$ cat src/rtl/fetch_unit_if.sv
// Instruction-memory read port between fetch_unit (master) and the memory (slave).
// mem_rd holds high for the whole request; the master samples mem_rdata on the posedge where mem_rdy=1.
interface fetch_unit_if;
    logic        mem_rd;
    logic [15:0] mem_addr;
    logic [15:0] mem_rdata;
    logic        mem_rdy;

    modport master (
        output mem_rd,
        output mem_addr,
        input  mem_rdata,
        input  mem_rdy
    );

    modport slave (
        input  mem_rd,
        input  mem_addr,
        output mem_rdata,
        output mem_rdy
    );
endinterface

$ cat src/rtl/fetch_unit.sv
// LC-3 instruction-fetch stage: owns PC and IR, reads instruction memory through a
// ready handshake, and aborts with a one-cycle fetch_err if memory stalls too long.
module fetch_unit #(
    parameter logic [15:0] PC_RESET = 16'h3000,
    parameter int          TIMEOUT  = 15
) (
    input  logic               clk,
    input  logic               reset,
    input  logic               start,
    input  logic               ld_pc,
    input  logic               pcmux,
    input  logic [15:0]        from_bus,
    input  logic [15:0]        pc_target,
    fetch_unit_if.master       mem,
    output logic [15:0]        pc,
    output logic [15:0]        ir,
    output logic               ir_valid,
    output logic               busy,
    output logic               fetch_err,
    output logic [1:0]         dbg_state
);

    typedef enum logic [1:0] {
        S_IDLE  = 2'd0,
        S_FETCH = 2'd1,
        S_DONE  = 2'd2
    } state_t;

    localparam logic [7:0] TO_LAST = 8'(TIMEOUT);
    localparam logic [7:0] TO_PREV = 8'(TIMEOUT - 1);

    state_t      r_state;
    logic [7:0]  r_cnt;
    logic [15:0] r_pc;
    logic [15:0] r_ir;

    state_t      w_state_nxt;
    logic [7:0]  w_cnt_nxt;
    logic [15:0] w_pc_nxt;
    logic [15:0] w_ir_nxt;

    always_ff @(posedge clk or posedge reset) begin
        if (reset) begin
            r_state <= S_IDLE;
            r_cnt   <= 8'd0;
            r_pc    <= PC_RESET;
            r_ir    <= 16'h0000;
        end else begin
            r_state <= w_state_nxt;
            r_cnt   <= w_cnt_nxt;
            r_pc    <= w_pc_nxt;
            r_ir    <= w_ir_nxt;
        end
    end

    // A timeout parks the counter at TIMEOUT for one IDLE cycle; that is the fetch_err pulse.
    always_comb begin
        w_state_nxt = r_state;
        w_cnt_nxt   = r_cnt;
        w_pc_nxt    = r_pc;
        w_ir_nxt    = r_ir;
        case (r_state)
            S_IDLE: begin
                w_cnt_nxt = 8'd0;
                if (ld_pc) begin
                    w_pc_nxt = pcmux ? pc_target : from_bus;
                end
                if (start) begin
                    w_state_nxt = S_FETCH;
                end
            end
            S_FETCH: begin
                if (mem.mem_rdy) begin
                    w_ir_nxt    = mem.mem_rdata;
                    w_pc_nxt    = r_pc + 16'd1;
                    w_cnt_nxt   = 8'd0;
                    w_state_nxt = S_DONE;
                end else if (r_cnt == TO_PREV) begin
                    w_cnt_nxt   = TO_LAST;
                    w_state_nxt = S_IDLE;
                end else begin
                    w_cnt_nxt = r_cnt + 8'd1;
                end
            end
            S_DONE: begin
                w_state_nxt = S_IDLE;
            end
            default: begin
                w_state_nxt = S_IDLE;
            end
        endcase
    end

    assign mem.mem_rd   = (r_state == S_FETCH);
    assign mem.mem_addr = r_pc;
    assign pc           = r_pc;
    assign ir           = r_ir;
    assign ir_valid     = (r_state == S_DONE);
    assign busy         = (r_state != S_IDLE);
    assign fetch_err    = (r_state == S_IDLE) && (r_cnt == TO_LAST);
    assign dbg_state    = r_state;

endmodule

$ cat src/flat_wrapper.sv
// flat-port wrapper written by rule: the top's interface ports become plain ports
module fetch_unit_flat 
#(
    parameter logic [15:0] PC_RESET = 16'h3000,
    parameter int          TIMEOUT  = 15
)
  (clk, reset, start, ld_pc, pcmux, from_bus, pc_target, pc, ir, ir_valid, busy, fetch_err, dbg_state, mem_mem_rd, mem_mem_addr, mem_mem_rdata, mem_mem_rdy);
  fetch_unit_if mem_i ();
  input  logic clk;
  input  logic reset;
  input  logic start;
  input  logic ld_pc;
  input  logic pcmux;
  input  logic [15:0] from_bus;
  input  logic [15:0] pc_target;
  output logic [15:0] pc;
  output logic [15:0] ir;
  output logic ir_valid;
  output logic busy;
  output logic fetch_err;
  output logic [1:0] dbg_state;
  output wire logic [$bits(mem_i.mem_rd)-1:0] mem_mem_rd;
  output wire logic [$bits(mem_i.mem_addr)-1:0] mem_mem_addr;
  input wire logic [$bits(mem_i.mem_rdata)-1:0] mem_mem_rdata;
  input wire logic [$bits(mem_i.mem_rdy)-1:0] mem_mem_rdy;
  assign mem_mem_rd = mem_i.mem_rd;
  assign mem_mem_addr = mem_i.mem_addr;
  assign mem_i.mem_rdata = mem_mem_rdata;
  assign mem_i.mem_rdy = mem_mem_rdy;
  fetch_unit #(.PC_RESET(PC_RESET), .TIMEOUT(TIMEOUT)) u_core (.clk(clk), .reset(reset), .start(start), .ld_pc(ld_pc), .pcmux(pcmux), .from_bus(from_bus), .pc_target(pc_target), .mem(mem_i), .pc(pc), .ir(ir), .ir_valid(ir_valid), .busy(busy), .fetch_err(fetch_err), .dbg_state(dbg_state));
endmodule
$ cat config.mk
export PLATFORM = sky130hd
export DESIGN_NAME = fetch_unit_flat
export DESIGN_NICKNAME = d
export VERILOG_FILES = /design/src/rtl/fetch_unit_if.sv /design/src/rtl/fetch_unit.sv /design/src/flat_wrapper.sv
export SDC_FILE = /design/constraint.sdc
export NUM_CORES = 1
export LEC_CHECK = 0
export BUFFER_PORTS_ARGS = -buffer_cell sky130_fd_sc_hd__buf_2
export CORE_ASPECT_RATIO = 2
export CORE_MARGIN = 8
export CORE_UTILIZATION = 52
export DETAILED_ROUTE_END_ITERATION = 12
export PLACE_DENSITY = 0.89
export SETUP_SLACK_MARGIN = 0.2
export SLEW_MARGIN = 20
export SYNTH_ARGS = -nofsm -noshare
export SYNTH_HDL_FRONTEND = slang
export SYNTH_SLANG_ARGS = --single-unit
$ cat constraint.sdc
create_clock -name clk -period 2.8 [get_ports clk]
set_clock_uncertainty 0.2 [all_clocks]
set_input_delay 0.42 -clock clk [delete_from_list [all_inputs] [get_ports clk]]
set_output_delay 0.42 -clock clk [all_outputs]
set_load 0.01 [all_outputs]
==> impl_results.md <==
* RSZ-0062 raised after global routing: no
* Grt total ovfl at 0
* Post-route DRC at 0
* Clock root buffer: clkbuf_8
* Status: finished clean
* DP HPWL at 5278 microns
* Sequential area share after synthesis at 41.50%
* Slew headroom at 45.93%
* Sink Count at 42
* Initial core utilization at 53.17%
* First-pass GRT wire length at 11,230 microns
* Critical setup path kind: reg -> out
* CP endpoint kind: output pin
* Final setup vio count at 0
* Yosys top cell by area: dfrtp_1
* # fillers at 408
* Worst path arrival time at 1740 ps
* CTS tree: yes
* Post-synth top flop: dfrtp_1
* Syn nets at 309
* CP max stage delay at 500 ps
* P&R area growth vs syn at 20.45%
* Vias in the first global route at 2,452
* Cts-stage hold buffer count at 0
* Setup ws final at 440.2 ps
* Wire length per cell at 17.53 microns
* Cell Area, Synth at 2539 sq um
* Post-CTS setup buffers at 0
* Largest net degree at the start of global routing at 43
* Synth top cells by count: dfrtp_1 (40), nand2_1 (21), a21oi_1 (19), buf_4 (19), mux2_2 (19)
* Core area at 4775 sq um
* Number of DRC markers in iteration 0 at 146
* Cells after DPL at 392
* WHS at 31.14 ps
* Largest fanout on the critical path at 7
* CTS Buf Count at 5
* Via/cell ratio at 5.888
* Clock slew at reported path FFs at 90 ps
* Die ar. at 7509 sq um
* DP Worst Slack at 669.8 ps
* Critical Path RT at 2180 ps
* Async S/R FF share, synth at 100.0%
* Top-count cell post-synth: dfrtp_1
* Crit-path cells: nor4_1 > nor4b_1 > buf_2
* Top-area cell type share of the netlist area at 39.43%
* Clk_lat worst skew at 300 ps
* # Max-Cap Violations at 0
* Post_cts resized at 0
* DRT Pass-1 Iters at 4
* Fin Setup TNS at 0 ps
* Die H at 114.8 microns
* Max-slew violation count at 0
* Die X-Extent at 65.41 microns
* Rows at 36
* Number of flops mapped to enable cells by yosys at 0
* H-tree depth at 2
* PortBufs at 107
* Pwr Density at 996.3 nW/um^2
* Register area at 1054 sq um
* Layout cells sized above 1 at 46.36%
* Max Clk Rate at 0.4238 GHz
* HP Class: in -> async
* Post-synth cell types at 52
* Minimum clock period after layout at 2360 ps
* Routed Wire Length at 7012 microns
* Final period utilization at 84.28%
* Via count at 2,355
* Tightest Pin Transition at 810.1 ps
* Slowest CP cell: nor4_1
* Antenna violations before repair at 0
* Post-Syn Instances at 252
* Lkg Pwr at 1.475 nW
* Diode count at 0
* Final cell count without fillers at 400
* Layout Nets at 399
* Combined area of the multi-input logic cells at 1244 sq um
* Placer Congestion at 0.8782
* Post-route ant nets at 0
* Ports at 108
* Average cell area after synthesis at 10.07 sq um
* Gr usage total at 18.56%
* Max rail drop VDD at 0.6232 mV
* #FFs+latches synth at 42
* Worst Setup Start Kind: register
* Worst-case clock buffer depth at 2
* Largest cells by area after synthesis: dfrtp_1 (39%), mux2_2 (8.4%), buf_4 (5.6%), mux2i_1 (4.3%), a21oi_1 (3.7%)
* Syn. warnings at 0
* Final hold viol count at 0
==> logic make-up after synthesis <==
logic type      after synthesis  synth area share, %
simple gates                 73                15.08
compound gates               66                18.53
flops                        42                41.50
buf+inv                      35                9.512
mux                          31                13.21
fa+ha+maj                     3                1.479
xor+xnor                      2               0.6901
==> layout by cell type (no fill, tap or decap), types with 4 or more instances in the layout <==
| cell type | count |
|---|---|
| buf_4 | 4 |
| a21oi_1 | 19 |
| a41o_1 | 4 |
| inv_1 | 4 |
| nand3_1 | 10 |
| o21ai_0 | 10 |
| clkbuf_8 | 5 |
| buf_2 | 107 |
| a211oi_1 | 7 |
| dfrtp_1 | 40 |
| nor2_1 | 14 |
| nand2_1 | 21 |
| mux2i_1 | 11 |
| mux2_2 | 19 |
| nor2b_1 | 4 |
==> final cells by class <==
type                    instances  area share [%]
flip-flops and latches         42           34.45
clock inverters                 3          0.8592
clock buffers                   5           2.250
well taps                      57           2.332
inverters                       7          0.9411
repair buffers                111           18.49
multi-input cells             175           40.67
==> sequential cells by signal (all words and copies together), names as in the netlist <==
| name | cells |
|---|---|
| u_core.ir | 16 |
| u_core.mem.mem_addr | 16 |
| u_core.r_cnt | 8 |
| u_core.dbg_state | 2 |
==> metrics by stage <==
stage | power [mW] | util (%) | instance area (sq um)
6_report | 3.047 | 64.05 | 3058
5_1_grt | 3.246 | 64.05 | 3058
4_1_cts | 3.063 | 64.05 | 3058
3_5_place_dp | 2.619 | 62.05 | 2963
3_3_place_gp | 2.548 | 62.05 | 2963
2_1_floorplan | 2.196 | - | 2539
==> power breakdown <==
part | switching (mW) | leakage (nW) | internal [mW]
clock network | 0.246 | 0.0495 | 0.186
registers | 0.307 | 0.504 | 0.863
logic | 0.796 | 0.921 | 0.649
==> path summary, 6_finish.rpt <==
kind / from / to / slack [ps] / depth (start not counted)
max: u_core.r_cnt[4] / fetch_err / 440 / 3
min: reset / u_core.ir[6] / 30 / 3
max reg2reg: u_core.dbg_state[1] / u_core.mem.mem_addr[11] / 640 / 5
min reg2reg: u_core.ir[6] / u_core.ir[6] / 310 / 1
max in group asynchronous: reset / u_core.mem.mem_addr[13] / 1990 / 3
min in group clk: mem_mem_rdata[7] / u_core.ir[7] / 140 / 2
==> critical path: cells and delay by family, from the launching register on <==
| family | cells | cell delay [ps] |
|---|---|---|
| AND/OR/NAND/NOR | 2 | 790 |
| flip-flops | 1 | 460 |
| buffers and inverters | 1 | 190 |
==> routing by layer <==
layer  track usage (%)  wire [microns]  part of all wire [%]
met5                 0               0                     0
met3             7.415             763                    11
met4             6.305              93                   1.3
met1             20.55            2724                    39
met2             31.13            3431                    49
Note: power is estimated with default switching activity, not from simulation.
